### src/rtl/mac_tx_arbiter.sv
// Round-robin whole-frame arbiter feeding the MAC TX byte stream; 1-cycle data latency.
// Enforces inter-frame gap, withdraws idle grants after a start timeout, truncates oversize frames.
module mac_tx_arbiter #(
    parameter int IFG_CYCLES    = 12,
    parameter int START_TIMEOUT = 64,
    parameter int MAX_FRAME     = 1536
) (
    input  logic       mac_txc,
    input  logic       rst,
    input  logic       req0,
    input  logic       req1,
    output logic       gnt0,
    output logic       gnt1,
    input  logic       vld0,
    input  logic       vld1,
    input  logic [7:0] dat0,
    input  logic [7:0] dat1,
    output logic       mac_txv,
    output logic [7:0] mac_txd,
    output logic       busy,
    output logic       err_timeout,
    output logic       err_trunc
);
    localparam int BW = $clog2(MAX_FRAME + 1);
    localparam int TW = $clog2(START_TIMEOUT + 1);
    localparam int IW = $clog2(IFG_CYCLES + 1);
    localparam logic [BW-1:0] BYTE_MAX = BW'(MAX_FRAME);
    localparam logic [TW-1:0] TMO_LAST = TW'(START_TIMEOUT - 1);
    localparam logic [IW-1:0] IFG_LAST = IW'(IFG_CYCLES - 1);

    typedef enum logic [1:0] {S_IDLE, S_GRANT, S_SEND, S_IFG} state_t;

    state_t        state_q, state_d;
    logic          last_q, last_d;
    logic          gnt0_q, gnt0_d, gnt1_q, gnt1_d;
    logic          txv_q, txv_d;
    logic [7:0]    txd_q, txd_d;
    logic          tmo_q, tmo_d, trunc_q, trunc_d;
    logic [BW-1:0] byte_cnt_q, byte_cnt_d;
    logic [TW-1:0] tmo_cnt_q, tmo_cnt_d;
    logic [IW-1:0] ifg_cnt_q, ifg_cnt_d;
    logic          pick;
    logic          sel_vld;
    logic [7:0]    sel_dat;

    // last_q doubles as the owner index while a grant is held
    assign sel_vld = last_q ? vld1 : vld0;
    assign sel_dat = last_q ? dat1 : dat0;

    always_ff @(posedge mac_txc) begin
        if (rst) begin
            state_q    <= S_IDLE;
            last_q     <= 1'b1;
            gnt0_q     <= 1'b0;
            gnt1_q     <= 1'b0;
            txv_q      <= 1'b0;
            txd_q      <= 8'h00;
            tmo_q      <= 1'b0;
            trunc_q    <= 1'b0;
            byte_cnt_q <= '0;
            tmo_cnt_q  <= '0;
            ifg_cnt_q  <= '0;
        end else begin
            state_q    <= state_d;
            last_q     <= last_d;
            gnt0_q     <= gnt0_d;
            gnt1_q     <= gnt1_d;
            txv_q      <= txv_d;
            txd_q      <= txd_d;
            tmo_q      <= tmo_d;
            trunc_q    <= trunc_d;
            byte_cnt_q <= byte_cnt_d;
            tmo_cnt_q  <= tmo_cnt_d;
            ifg_cnt_q  <= ifg_cnt_d;
        end
    end

    always_comb begin
        state_d    = state_q;
        last_d     = last_q;
        gnt0_d     = gnt0_q;
        gnt1_d     = gnt1_q;
        txv_d      = 1'b0;
        txd_d      = txd_q;
        tmo_d      = 1'b0;
        trunc_d    = 1'b0;
        byte_cnt_d = byte_cnt_q;
        tmo_cnt_d  = tmo_cnt_q;
        ifg_cnt_d  = ifg_cnt_q;
        pick       = 1'b0;
        case (state_q)
            S_IDLE: begin
                if (req0 || req1) begin
                    pick      = (req0 && req1) ? ~last_q : req1;
                    last_d    = pick;
                    gnt0_d    = ~pick;
                    gnt1_d    = pick;
                    tmo_cnt_d = '0;
                    state_d   = S_GRANT;
                end
            end
            S_GRANT: begin
                if (sel_vld) begin
                    txv_d      = 1'b1;
                    txd_d      = sel_dat;
                    byte_cnt_d = BW'(1);
                    state_d    = S_SEND;
                end else if (tmo_cnt_q == TMO_LAST) begin
                    gnt0_d    = 1'b0;
                    gnt1_d    = 1'b0;
                    tmo_d     = 1'b1;
                    ifg_cnt_d = '0;
                    state_d   = S_IFG;
                end else begin
                    tmo_cnt_d = tmo_cnt_q + 1'b1;
                end
            end
            S_SEND: begin
                if (!sel_vld) begin
                    gnt0_d    = 1'b0;
                    gnt1_d    = 1'b0;
                    txd_d     = sel_dat;
                    ifg_cnt_d = '0;
                    state_d   = S_IFG;
                end else if (byte_cnt_q == BYTE_MAX) begin
                    // one byte too many: cut the frame, the rest is dropped
                    gnt0_d    = 1'b0;
                    gnt1_d    = 1'b0;
                    trunc_d   = 1'b1;
                    ifg_cnt_d = '0;
                    state_d   = S_IFG;
                end else begin
                    txv_d      = 1'b1;
                    txd_d      = sel_dat;
                    byte_cnt_d = byte_cnt_q + 1'b1;
                end
            end
            S_IFG: begin
                if (ifg_cnt_q == IFG_LAST) begin
                    state_d = S_IDLE;
                end else begin
                    ifg_cnt_d = ifg_cnt_q + 1'b1;
                end
            end
            default: state_d = S_IDLE;
        endcase
    end

    assign gnt0        = gnt0_q;
    assign gnt1        = gnt1_q;
    assign mac_txv     = txv_q;
    assign mac_txd     = txd_q;
    assign busy        = (state_q != S_IDLE);
    assign err_timeout = tmo_q;
    assign err_trunc   = trunc_q;
endmodule

### config.mk
export PLATFORM = sky130hd
export DESIGN_NAME = mac_tx_arbiter
export DESIGN_NICKNAME = d
export VERILOG_FILES = /design/src/rtl/mac_tx_arbiter.sv
export SDC_FILE = /design/constraint.sdc
export NUM_CORES = 1
export LEC_CHECK = 0
export ABC_CLOCK_PERIOD_IN_PS = 2500
export BUFFER_PORTS_ARGS = -buffer_cell sky130_fd_sc_hd__buf_4
export CAP_MARGIN = 20
export CORE_MARGIN = 3
export CORE_UTILIZATION = 55
export DETAILED_ROUTE_END_ITERATION = 10
export PLACE_DENSITY = 0.76
export SLEW_MARGIN = 20
export SYNTH_ARGS = -nofsm -noshare
export SYNTH_HDL_FRONTEND = slang
export SYNTH_SLANG_ARGS = --single-unit
### constraint.sdc
create_clock -name mac_txc -period 2.5 [get_ports mac_txc]
set_input_delay 0.75 -clock mac_txc [delete_from_list [all_inputs] [get_ports mac_txc]]
set_output_delay 0.75 -clock mac_txc [all_outputs]
set_load 0.03 [all_outputs]
==> summary.md <==
| Metric | Value |
|---|---|
| Fraction of registers with async set/reset | 0% |
| Netlist cell types | 53 |
| Worst-case hold path end point | tmo_cnt_q[6] |
| Mapped Nets | 274 |
| Sw Ratio | 43.7% |
| IO Port Bufs | 35 |
| Routed WL | 4380 um |
| Global-route wire length before repair | 7270 um |
| Skew final | 0.00478 ns |
| Initial antenna violation count | 0 |
| Via count of the first global-routing pass | 1682 |
| Critical path endpoint category | register |
| Combinational power share | 55.3% |
| Largest net degree at the start of global routing | 41 |
| RSZ-0062 raised after global routing | false |
| Clock power share | 15.5% |
| Die Ht | 66.9 um |
| Yosys Warn Count | 0 |
| Leak Pwr | 0.981 nW |
| Top post-synthesis cells by area | dfxtp_1 (37%), a21oi_1 (5.9%), ha_1 (4.9%), mux2i_1 (4.4%), nand2_1 (4.2%) |
| Yosys top cell by area | dfxtp_1 |
| Ys flop type | dfxtp_1 |
| P_sw | 1.20 mW |
| FF+latch count, synth | 38 |
| Worst vdd ir | between 1000 and 1500 uV |
| Hold/Removal Path Class | register to register |
| CP Class | register to register |
| Reg2reg start | byte_cnt_q[0] |
| Fin nets | 313 |
| Initial cell density of the core | about three fifths |
| DRC errors left | 0 |
| Initial drt markers | 160 |
| FF-to-FF setup slack | 0.35 ns |
| Root buffer cell | clkbuf_8 |
| Final period utilization | 85.9% |
| Hold Vio Cnt, Final | 0 |
| Peak Freq | roughly 0.47 GHz |
| I/O pin cnt | 36 |
| Vias | 1903 |
| Core area | 0.00344 mm^2 |
| Worst skew pair latency | 0.28 ns |
| Int Power | 1.54 mW |
| Hpwl dp | 3240 um |
| Sequential-to-total area share from yosys stat | 37.3% |
| Seq pwr share | about 29% |
| H-Tree Depth | 2 |
| CTS max path bufs | 2 |
| Overflow after GRT | 0 |
| Total of max-cap violations | 0 |
| Hold Path Cell Cnt | 2 |
| Pwr/cell area | 1110 mW/mm^2 |
| RR Endpoint | byte_cnt_q[5] |
| Clk sinks | 38 |
| CTS tree | built |
| Max_slew headroom | 53.4% |
| Avg WL per Cell | 13.3 um |
| CTS resizes | 0 |
| Startpoint Class | register |
| Post-synth top area share | 37.3% |
| Pins Over Slew Limit | 0 |
| HP Start | tmo_cnt_q[6] |
| Max FO, Critical Path | 6 |
| Antenna-violating nets left | 0 |
| Post-Route Hold Slack | between 0.4 and 0.5 ns |
| EDFF count, synth | 0 |
| Post-Synthesis Cells | between 200 and 250 |
| Fraction of layout instances using a drive strength above 1 | 22.2% |
| Num CTS Buffers | 5 |
| GRT Overall Usage | a little over a fifth |
| Final min period | 2.15 ns |
| Mean Syn Cell Area | 8.35 um^2 |
| Total Die Area | 0.00447 mm^2 |
| Setup Buffers After CTS | 0 |
| Row cnt | 21 |
| Run status | complete, no violations |
| Slew @ Worst Pin | 0.697 ns |
| Synthesis-to-layout area growth | 20.9% |
| Reg clk slew, reported paths | 0.07 ns |
| GPL Wtd Cong | 0.850 |
| Worst Path Required | roughly 2.7 ns |
| Routed vias/inst | roughly 5.8 |
| R2R cell count | 8 |
| WP data arrival | 2.36 ns |
| # setup viols final | 0 |
| # diodes | 0 |
| TNS Setup | 0 ns |
| Drt pass-1 iters | 4 |
| Cell Area, Synth | 0.00204 mm^2 |
| Post-CTS Hold Buffers | 0 |
| Die width | 66.9 um |
==> per-stage QoR <==
| step | cell area, um^2 | setup WS (ns) | total power, mW | cells | utilization, % |
|---|---|---|---|---|---|
| final | 2460 | 0.352 | 2.74 | 330 | 71.5 |
| after global routing | 2460 | 0.158 | 2.95 | 330 | 71.5 |
| after CTS | 2460 | 0.338 | 2.75 | 330 | 71.5 |
| after detailed placement | 2370 | 0.168 | 2.32 | 322 | 68.9 |
| after global placement | 2370 | 0.195 | 2.30 | 322 | 68.9 |
| after floorplan | 2040 | 0.360 | 1.86 | 244 | - |
==> routing by layer <==
metal | track usage (%) | vias up | part of all wire, %
li1 | - | 974 | -
met1 | 25.7 | 866 | 46
met2 | 35.6 | 55 | 47
met3 | 5.40 | 8 | 5.3
met4 | 8.86 | 0 | 1.3
met5 | 0 | - | 0
==> worst max-delay path by stage <==
| stage | slack, ns | depth (start not counted) | start | to |
|---|---|---|---|---|
| after floorplan | 0.36 | 5 | vld1 | ifg_cnt_q[3] |
| after global placement | 0.20 | 6 | vld0 | ifg_cnt_q[3] |
| after detailed placement | 0.17 | 6 | vld1 | ifg_cnt_q[3] |
| after CTS | 0.34 | 8 | byte_cnt_q[0] | mac_txd[7] |
| after global routing | 0.16 | 8 | byte_cnt_q[0] | mac_txd[1] |
| final | 0.35 | 8 | byte_cnt_q[0] | byte_cnt_q[5] |
==> area by class of cell <==
| type | instances | area (um^2) |
|---|---|---|
| Fill cell | 300 | 980 |
| Clock inverter | 1 | 5.00 |
| Sequential cell | 38 | 761 |
| Multi-Input combinational cell | 182 | 1180 |
| Timing Repair Buffer | 42 | 315 |
| Clock buffer | 7 | 86.3 |
| Inverter | 14 | 52.6 |
| Tap cell | 46 | 57.6 |
==> power groups by stage <==
stage	clock, mW	combinational, mW	sequential (mW)
global route	0.464	1.67	0.817
CTS	0.436	1.52	0.802
floorplan	0	0.890	0.969
global placement	0	1.49	0.812
detailed placement	0	1.50	0.815
finish	0.423	1.51	0.801
==> Yosys cell counts (3+ instances only) <==
cell type	count
dfxtp_1	38
a21oi_1	24
nand2_1	23
nor2_1	23
inv_1	14
nand3_1	11
mux2i_1	9
a211oi_1	8
clkbuf_1	8
ha_1	8
or3_1	7
nand2b_1	6
o21ai_0	6
nor3_1	5
a311oi_1	4
a31oi_1	4
nand4_1	3
==> critical path: stages (launching register included) <==
cell and delay [ns]:
dfxtp_1 0.38, inv_1 0.08, ha_1 0.19, nor4b_1 0.14, buf_4 0.15, a31oi_1 0.44
o21ai_1 0.27, o31a_1 0.29, nor3_1 0.13
==> cell usage in the layout (no fill, tap or decap), types with 2 or more instances in the layout <==
master,Yosys,routed
buf_4,0,42
dfxtp_1,38,38
a21oi_1,24,24
nor2_1,23,23
nand2_1,23,23
inv_1,14,14
nand3_1,11,11
mux2i_1,9,9
a211oi_1,8,8
ha_1,8,8
or3_1,7,7
o21ai_0,6,6
nand2b_1,6,6
clkbuf_8,0,6
nor3_1,5,5
a31oi_1,4,4
a311oi_1,4,4
nand4_1,3,3
mux2_2,2,2
or2_2,2,2
a21o_1,2,2
nor3b_1,2,2
and3_1,2,2
or3b_1,2,2
nor4_1,2,2
==> cell families after synthesis <==
group / synth area share, %
AOI/OAI and AO/OA: 22.5
DFF: 37.3
and+or+nand+nor: 24.6
buffers and inverters: 4.48
adders and majority gates: 4.91
muxes: 6.20
==> registers in the layout, indices dropped and copies added (netlist names) <==
name	cells
state_q	2
err_timeout	1
last_q	1
mac_txd	8
gnt1	1
mac_txv	1
byte_cnt_q	11
gnt0	1
err_trunc	1
ifg_cnt_q	4
tmo_cnt_q	7
Note: power is estimated with default switching activity, not from simulation.
